**config.mk**
```make
export PLATFORM = sky130hd
export DESIGN_NAME = mips_fetch_unit_flat
export DESIGN_NICKNAME = d
export VERILOG_FILES = /design/src/rtl/mips_fetch_unit_if.sv /design/src/rtl/mips_fetch_unit.sv /design/src/flat_wrapper.sv
export SDC_FILE = /design/constraint.sdc
export NUM_CORES = 1
export LEC_CHECK = 0
export ABC_CLOCK_PERIOD_IN_PS = 5900
export CAP_MARGIN = 20
export CELL_PAD_IN_SITES_DETAIL_PLACEMENT = 2
export CELL_PAD_IN_SITES_GLOBAL_PLACEMENT = 2
export CORE_MARGIN = 2
export CORE_UTILIZATION = 26
export DETAILED_ROUTE_END_ITERATION = 8
export PLACE_DENSITY = 0.93
export SETUP_SLACK_MARGIN = 0.5
export SLEW_MARGIN = 20
export SYNTH_ARGS = -nofsm -noshare
export SYNTH_HDL_FRONTEND = slang
export SYNTH_SLANG_ARGS = --single-unit
```
**constraint.sdc**
```tcl
create_clock -name clock -period 5.9 [get_ports clock]
set_input_delay 1.77 -clock clock [delete_from_list [all_inputs] [get_ports clock]]
set_output_delay 1.77 -clock clock [all_outputs]
set_load 0.005 [all_outputs]
```
**src/rtl/mips_fetch_unit_if.sv**
```systemverilog
// mips_fetch_unit_if: instruction-memory and decoder handshake bundle for the fetch stage
interface mips_fetch_unit_if;
  logic [31:0] imem_addr;
  logic        imem_req;
  logic        imem_ack;
  logic [31:0] imem_data;
  logic [31:0] inst;
  logic [5:0]  opcode;
  logic [5:0]  funct;
  logic        inst_valid;
  logic        inst_ready;
  logic        except;
  modport master (
    output imem_addr, imem_req, inst, opcode, funct, inst_valid,
    input  imem_ack, imem_data, inst_ready, except
  );
  modport slave (
    input  imem_addr, imem_req, inst, opcode, funct, inst_valid,
    output imem_ack, imem_data, inst_ready, except
  );
endinterface

```
**src/rtl/mips_fetch_unit.sv**
```systemverilog
// mips_fetch_unit: PC/fetch/issue FSM feeding the decoder, halting on decoder exceptions
module mips_fetch_unit #(
  parameter logic [31:0] RESET_PC = 32'h00400000
) (
  input  logic              clock,
  input  logic              reset,
  mips_fetch_unit_if.master bus,
  output logic [31:0]       pc,
  output logic              halted,
  output logic [31:0]       retire_count
);
  typedef enum logic [1:0] {S_RESET, S_FETCH, S_ISSUE, S_HALT} state_t;
  state_t state, next;
  logic [31:2] pc_q;
  logic [31:0] inst_q;
  logic        accept;
  assign accept = (state == S_ISSUE) && bus.inst_ready;
  // Storing only the word index keeps pc aligned and makes +4 wrap naturally.
  assign pc             = {pc_q, 2'b00};
  assign bus.imem_addr  = pc;
  assign bus.inst       = inst_q;
  assign bus.opcode     = inst_q[31:26];
  assign bus.funct      = inst_q[5:0];
  // Outputs are masked while reset is held so nothing leaks out of an interrupted state.
  assign bus.imem_req   = (state == S_FETCH) && !reset;
  assign bus.inst_valid = (state == S_ISSUE) && !reset;
  assign halted         = (state == S_HALT) && !reset;
  always_comb begin
    next = S_RESET;
    case (state)
      S_RESET: next = S_FETCH;
      S_FETCH: next = bus.imem_ack ? S_ISSUE : S_FETCH;
      S_ISSUE: next = accept ? (bus.except ? S_HALT : S_FETCH) : S_ISSUE;
      S_HALT:  next = S_HALT;
      default: next = S_RESET;
    endcase
  end
  always_ff @(posedge clock) begin
    if (reset) begin
      state        <= S_RESET;
      pc_q         <= RESET_PC[31:2];
      inst_q       <= '0;
      retire_count <= '0;
    end else begin
      state <= next;
      if (state == S_FETCH && bus.imem_ack) inst_q <= bus.imem_data;
      if (accept && !bus.except) begin
        pc_q         <= pc_q + 30'd1;
        retire_count <= retire_count + 32'd1;
      end
    end
  end
endmodule
```
**src/flat_wrapper.sv**
```systemverilog
// flat-port wrapper written by rule: the top's interface ports become plain ports
module mips_fetch_unit_flat 
#(
  parameter logic [31:0] RESET_PC = 32'h00400000
)
  (clock, reset, pc, halted, retire_count, bus_imem_addr, bus_imem_req, bus_inst, bus_opcode, bus_funct, bus_inst_valid, bus_imem_ack, bus_imem_data, bus_inst_ready, bus_except);
  mips_fetch_unit_if bus_i ();
  input  logic clock;
  input  logic reset;
  output logic [31:0] pc;
  output logic halted;
  output logic [31:0] retire_count;
  output wire logic [$bits(bus_i.imem_addr)-1:0] bus_imem_addr;
  output wire logic [$bits(bus_i.imem_req)-1:0] bus_imem_req;
  output wire logic [$bits(bus_i.inst)-1:0] bus_inst;
  output wire logic [$bits(bus_i.opcode)-1:0] bus_opcode;
  output wire logic [$bits(bus_i.funct)-1:0] bus_funct;
  output wire logic [$bits(bus_i.inst_valid)-1:0] bus_inst_valid;
  input wire logic [$bits(bus_i.imem_ack)-1:0] bus_imem_ack;
  input wire logic [$bits(bus_i.imem_data)-1:0] bus_imem_data;
  input wire logic [$bits(bus_i.inst_ready)-1:0] bus_inst_ready;
  input wire logic [$bits(bus_i.except)-1:0] bus_except;
  assign bus_imem_addr = bus_i.imem_addr;
  assign bus_imem_req = bus_i.imem_req;
  assign bus_inst = bus_i.inst;
  assign bus_opcode = bus_i.opcode;
  assign bus_funct = bus_i.funct;
  assign bus_inst_valid = bus_i.inst_valid;
  assign bus_i.imem_ack = bus_imem_ack;
  assign bus_i.imem_data = bus_imem_data;
  assign bus_i.inst_ready = bus_inst_ready;
  assign bus_i.except = bus_except;
  mips_fetch_unit #(.RESET_PC(RESET_PC)) u_core (.clock(clock), .reset(reset), .bus(bus_i), .pc(pc), .halted(halted), .retire_count(retire_count));
endmodule
```
### Yosys cells after proc, flatten, opt, wreduce, memory -nomap -nowiden

Index checks and enable logic that the tools add are counted.
Widths: inputs -> output; s select.

* add/subtract/negate cells: 2
* equality and inequality tests: 3
* mux-type cells: 4
* reduce and logical (&&, ||, !) cells: 9

Operators by type and width (number)
* $add 32x1->32 const B: 1
* $add 30x1->30 const B: 1
* $pmux 2 s4: 1
* $logic_and 1x1->1: 6
* $mux 2: 3
* $eq 2x2->1 const B: 2
* $eq 2x1->1 const B: 1
* $logic_not 1->1: 2
* $logic_not 2->1: 1

* bits in registers: 96
* logic and storage cells: 22

### Depth between registers and ports, before layout

* depth after elaboration: 4
* depth in mapped cells: 7
* depth with buffers taken out: 6

### Least setup slack after synthesis

Ideal clock, no wire load.

* path type: input to output
* from: in reset
* to: out halted
* data arrival time: 2.464 ns
* required time: 4.130 ns
* setup slack: 1.666 ns
* cell stages on the path: 3
* buffers on the path: 2
* cells stage by stage: clkbuf_1 -> clkbuf_1 -> and3b_1

* word-level cells in the longest chain between the ends: 2

Ends and longest elaborated chain
* start, declared: RTL line flat_wrapper.sv:9 `input logic reset;`
* $logic_not 1->1: RTL line mips_fetch_unit.sv:27 `assign halted = (state == S_HALT) && !reset;`
* $logic_and 1x1->1: RTL line mips_fetch_unit.sv:27
* end, declared: RTL line flat_wrapper.sv:11 `output logic halted;`

No other way between the ends.

### Worst setup path in the final report

* from: in reset
* to: out bus_inst_valid

* word-level cells in the longest chain between the ends: 2

Ends and longest elaborated chain
* $logic_not 1->1: RTL line mips_fetch_unit.sv:26 `assign bus.inst_valid = (state == S_ISSUE) && !reset;`
* $logic_and 1x1->1: RTL line mips_fetch_unit.sv:26
* end, declared: RTL line flat_wrapper.sv:18 `output wire logic [$bits(bus_i.inst_valid)-1:0] bus_inst_valid;`

No other way between the ends.

==> results_dict.tcl <==
set metrics [dict create \
    tightest_slew_ps 852.4 \
    overflow 0 \
    antenna_found_initial 0 \
    synth_seq_area_share_pct 43.60 \
    diodes 0 \
    synth.distinct_cells 40 \
    relSlewSlack_pct 43.17 \
    crit_path_end_kind "output pin" \
    clock_latency_ps 340 \
    cp.required_ps 4130 \
    max-cap-violations 0 \
    postSynthCellCount 536 \
    num-nets-final 693 \
    place_hpwl_um 11960 \
    clock_path_buffers 2 \
    drt_pre_antenna_iters 4 \
    ys_ff_latch 96 \
    grt_pass1_vias 4532 \
    cp.arrival_ps 2830 \
    clock-root-buffer "clkbuf_16" \
    ctsHoldBuffers 0 \
    dieArea_um2 18010 \
    hold_viol 0 \
    std_cell_rows 47 \
    die_y_um 134.2 \
    post-route-util_pct 38.03 \
    num_vias 4151 \
    yosys_most_used_dff "dfxtp_1" \
    cts_setup_buffers 0 \
    holdCritPathClass "reg -> reg" \
    post_drt_wl_per_cell_um 17.73 \
    n_fill_cell 1843 \
    vias_per_cell 4.728 \
    place_congestion 0.7496 \
    power.density_nw_per_um2 220.4 \
    fin_crit_ps 4601 \
    synth.avg_cell_area_um2 8.224 \
    drv_slew 0 \
    synthArstFlopShare_pct 0 \
    h-tree-depth 3 \
    cts.sinks 96 \
    synthTopCellsByArea "dfxtp_1, buf_4, nand2_1" \
    vdd_drop_max_uv 134.8 \
    layout_common_cells "clkdlybuf4s50_1, dfxtp_1, nand2_1, nor2_1, a21oi_1" \
    setup_tns_ps 0 \
    synth_area_um2 4408 \
    clk_pin_slew_ps 60 \
    cts_buffers 9 \
    drt_wl_total_um 15570 \
    cts_tree "done" \
    finalSetupViolCount 0 \
    place.port_buffers 175 \
    worstSetupPathType "in -> out" \
    cts_resized 0 \
    status "complete, no violations" \
    synth_edf_count 0 \
    worstSetupStartpointType "input port" \
    finalPower_mw 1.390 \
    ios 180 \
    clock.fmax_mhz 217.3 \
    post-route-period-util_pct 77.99 \
    drt_iter0_drc 130 \
    grt_pass1_wl_um 24690 \
    netlist.area_leader.share_pct 43.60 \
    drc 0 \
    area_growth_syn_to_layout_pct 43.06 \
    drive_gt1_share_pct 4.559 \
    final_common_cell "clkdlybuf4s50_1" \
    grt_max_degree 81 \
    die_w_um 134.2 \
    grt.total_usage_pct 17.38 \
    crit_fanout 24 \
    ant_nets 0 \
    rsz0062_at_grt "false" \
    leakage_nw 2.037 \
    initial_core_util_pct 26.58 \
    yosys_warnings 0 \
    fin_skew_ps 6.642 \
    yosysTopAreaCell "dfxtp_1" \
    fp.coreArea_um2 16580 \
]
-- metal layers --
layer / track usage (%) / share of wire [%]
met1: 18.93 / 40
met2: 33.36 / 54
met3: 3.666 / 4.7
met4: 5.380 / 1.3
met5: 0 / 0
-- stage by stage --
| stage | cells | setup WS (ps) | cell area [um^2] | hold slack [ps] |
|---|---|---|---|---|
| after floorplan | 539 | 1666 | 4419 | 452.7 |
| after global placement | 863 | 1425 | 6003 | 440.8 |
| after detailed placement | 863 | 1252 | 6003 | 456.4 |
| after CTS | 878 | 1246 | 6306 | 465.5 |
| after global routing | 878 | 1192 | 6306 | 488.0 |
| final | 878 | 1299 | 6306 | 461.6 |
-- worst max-delay path: stages --
cell             delay (ps)
buf_4                   200
nor3b_1                 280
clkdlybuf4s50_1         570
-- final cells by class --
class | count | area, um^2 | area share [%]
Clock inverter | 4 | 70.07 | 1.111
Sequential cell | 96 | 1922 | 30.48
Tap cell | 220 | 275.3 | 4.365
Clock buffer | 11 | 232.7 | 3.690
Inverter | 9 | 33.78 | 0.5357
Multi-Input combinational cell | 361 | 2008 | 31.85
Timing Repair Buffer | 177 | 1764 | 27.98
-- registers in the layout (all words and copies together) (netlist names) --
signal               count
u_core.bus.inst         32
u_core.state             2
u_core.pc_q             30
u_core.retire_count     32
-- path summary, 6_finish.rpt --
check | from | to | slack, ps | cells after the start
worst max-delay path | reset | bus_inst_valid | 1300 | 3
worst max register to register | u_core.state[1] | u_core.pc_q[18] | 3360 | 4
worst min register to register | u_core.bus.inst[8] | u_core.bus.inst[8] | 460 | 2
worst min-delay path | u_core.bus.inst[8] | u_core.bus.inst[8] | 460 | 2
-- synthesized netlist by cell type, drive strengths merged, types with 2 or more instances --
cell type and n:
dfxtp 96, and2 2, nor3b 3, mux2 2, inv 9, buf 51, or3 14, nor3 16
xor2 11, clkbuf 22, nor2 52, o21ai 15, nand4 12, or2 2, ha 2, nor4 8
nand2b 3, a21oi 48, and4 9, or4 3, nand2 90, nand3 19, and3 6, nor2b 3
xnor2 31
-- power by group --
group	total (mW)	internal, mW	switching [mW]
Clock	0.617	0.368	0.249
Combinational	0.102	0.0572	0.0449
Sequential	0.671	0.660	0.0106
Total	1.39	1.09	0.305
-- cells by family after synthesis --
logic type                 count (synthesis)  share of synthesized area, %
AOI/OAI and AO/OA                         66                         7.721
xor gates and xnor gates                  42                         8.345
adders and majority gates                  2                        0.5676
buffers and inverters                     82                         11.16
DFF                                       96                         43.60
muxes                                      2                        0.5109
other                                      1                       0.08507
and+or+nand+nor                          245                         28.02
(Power assumes the default switching activity.)
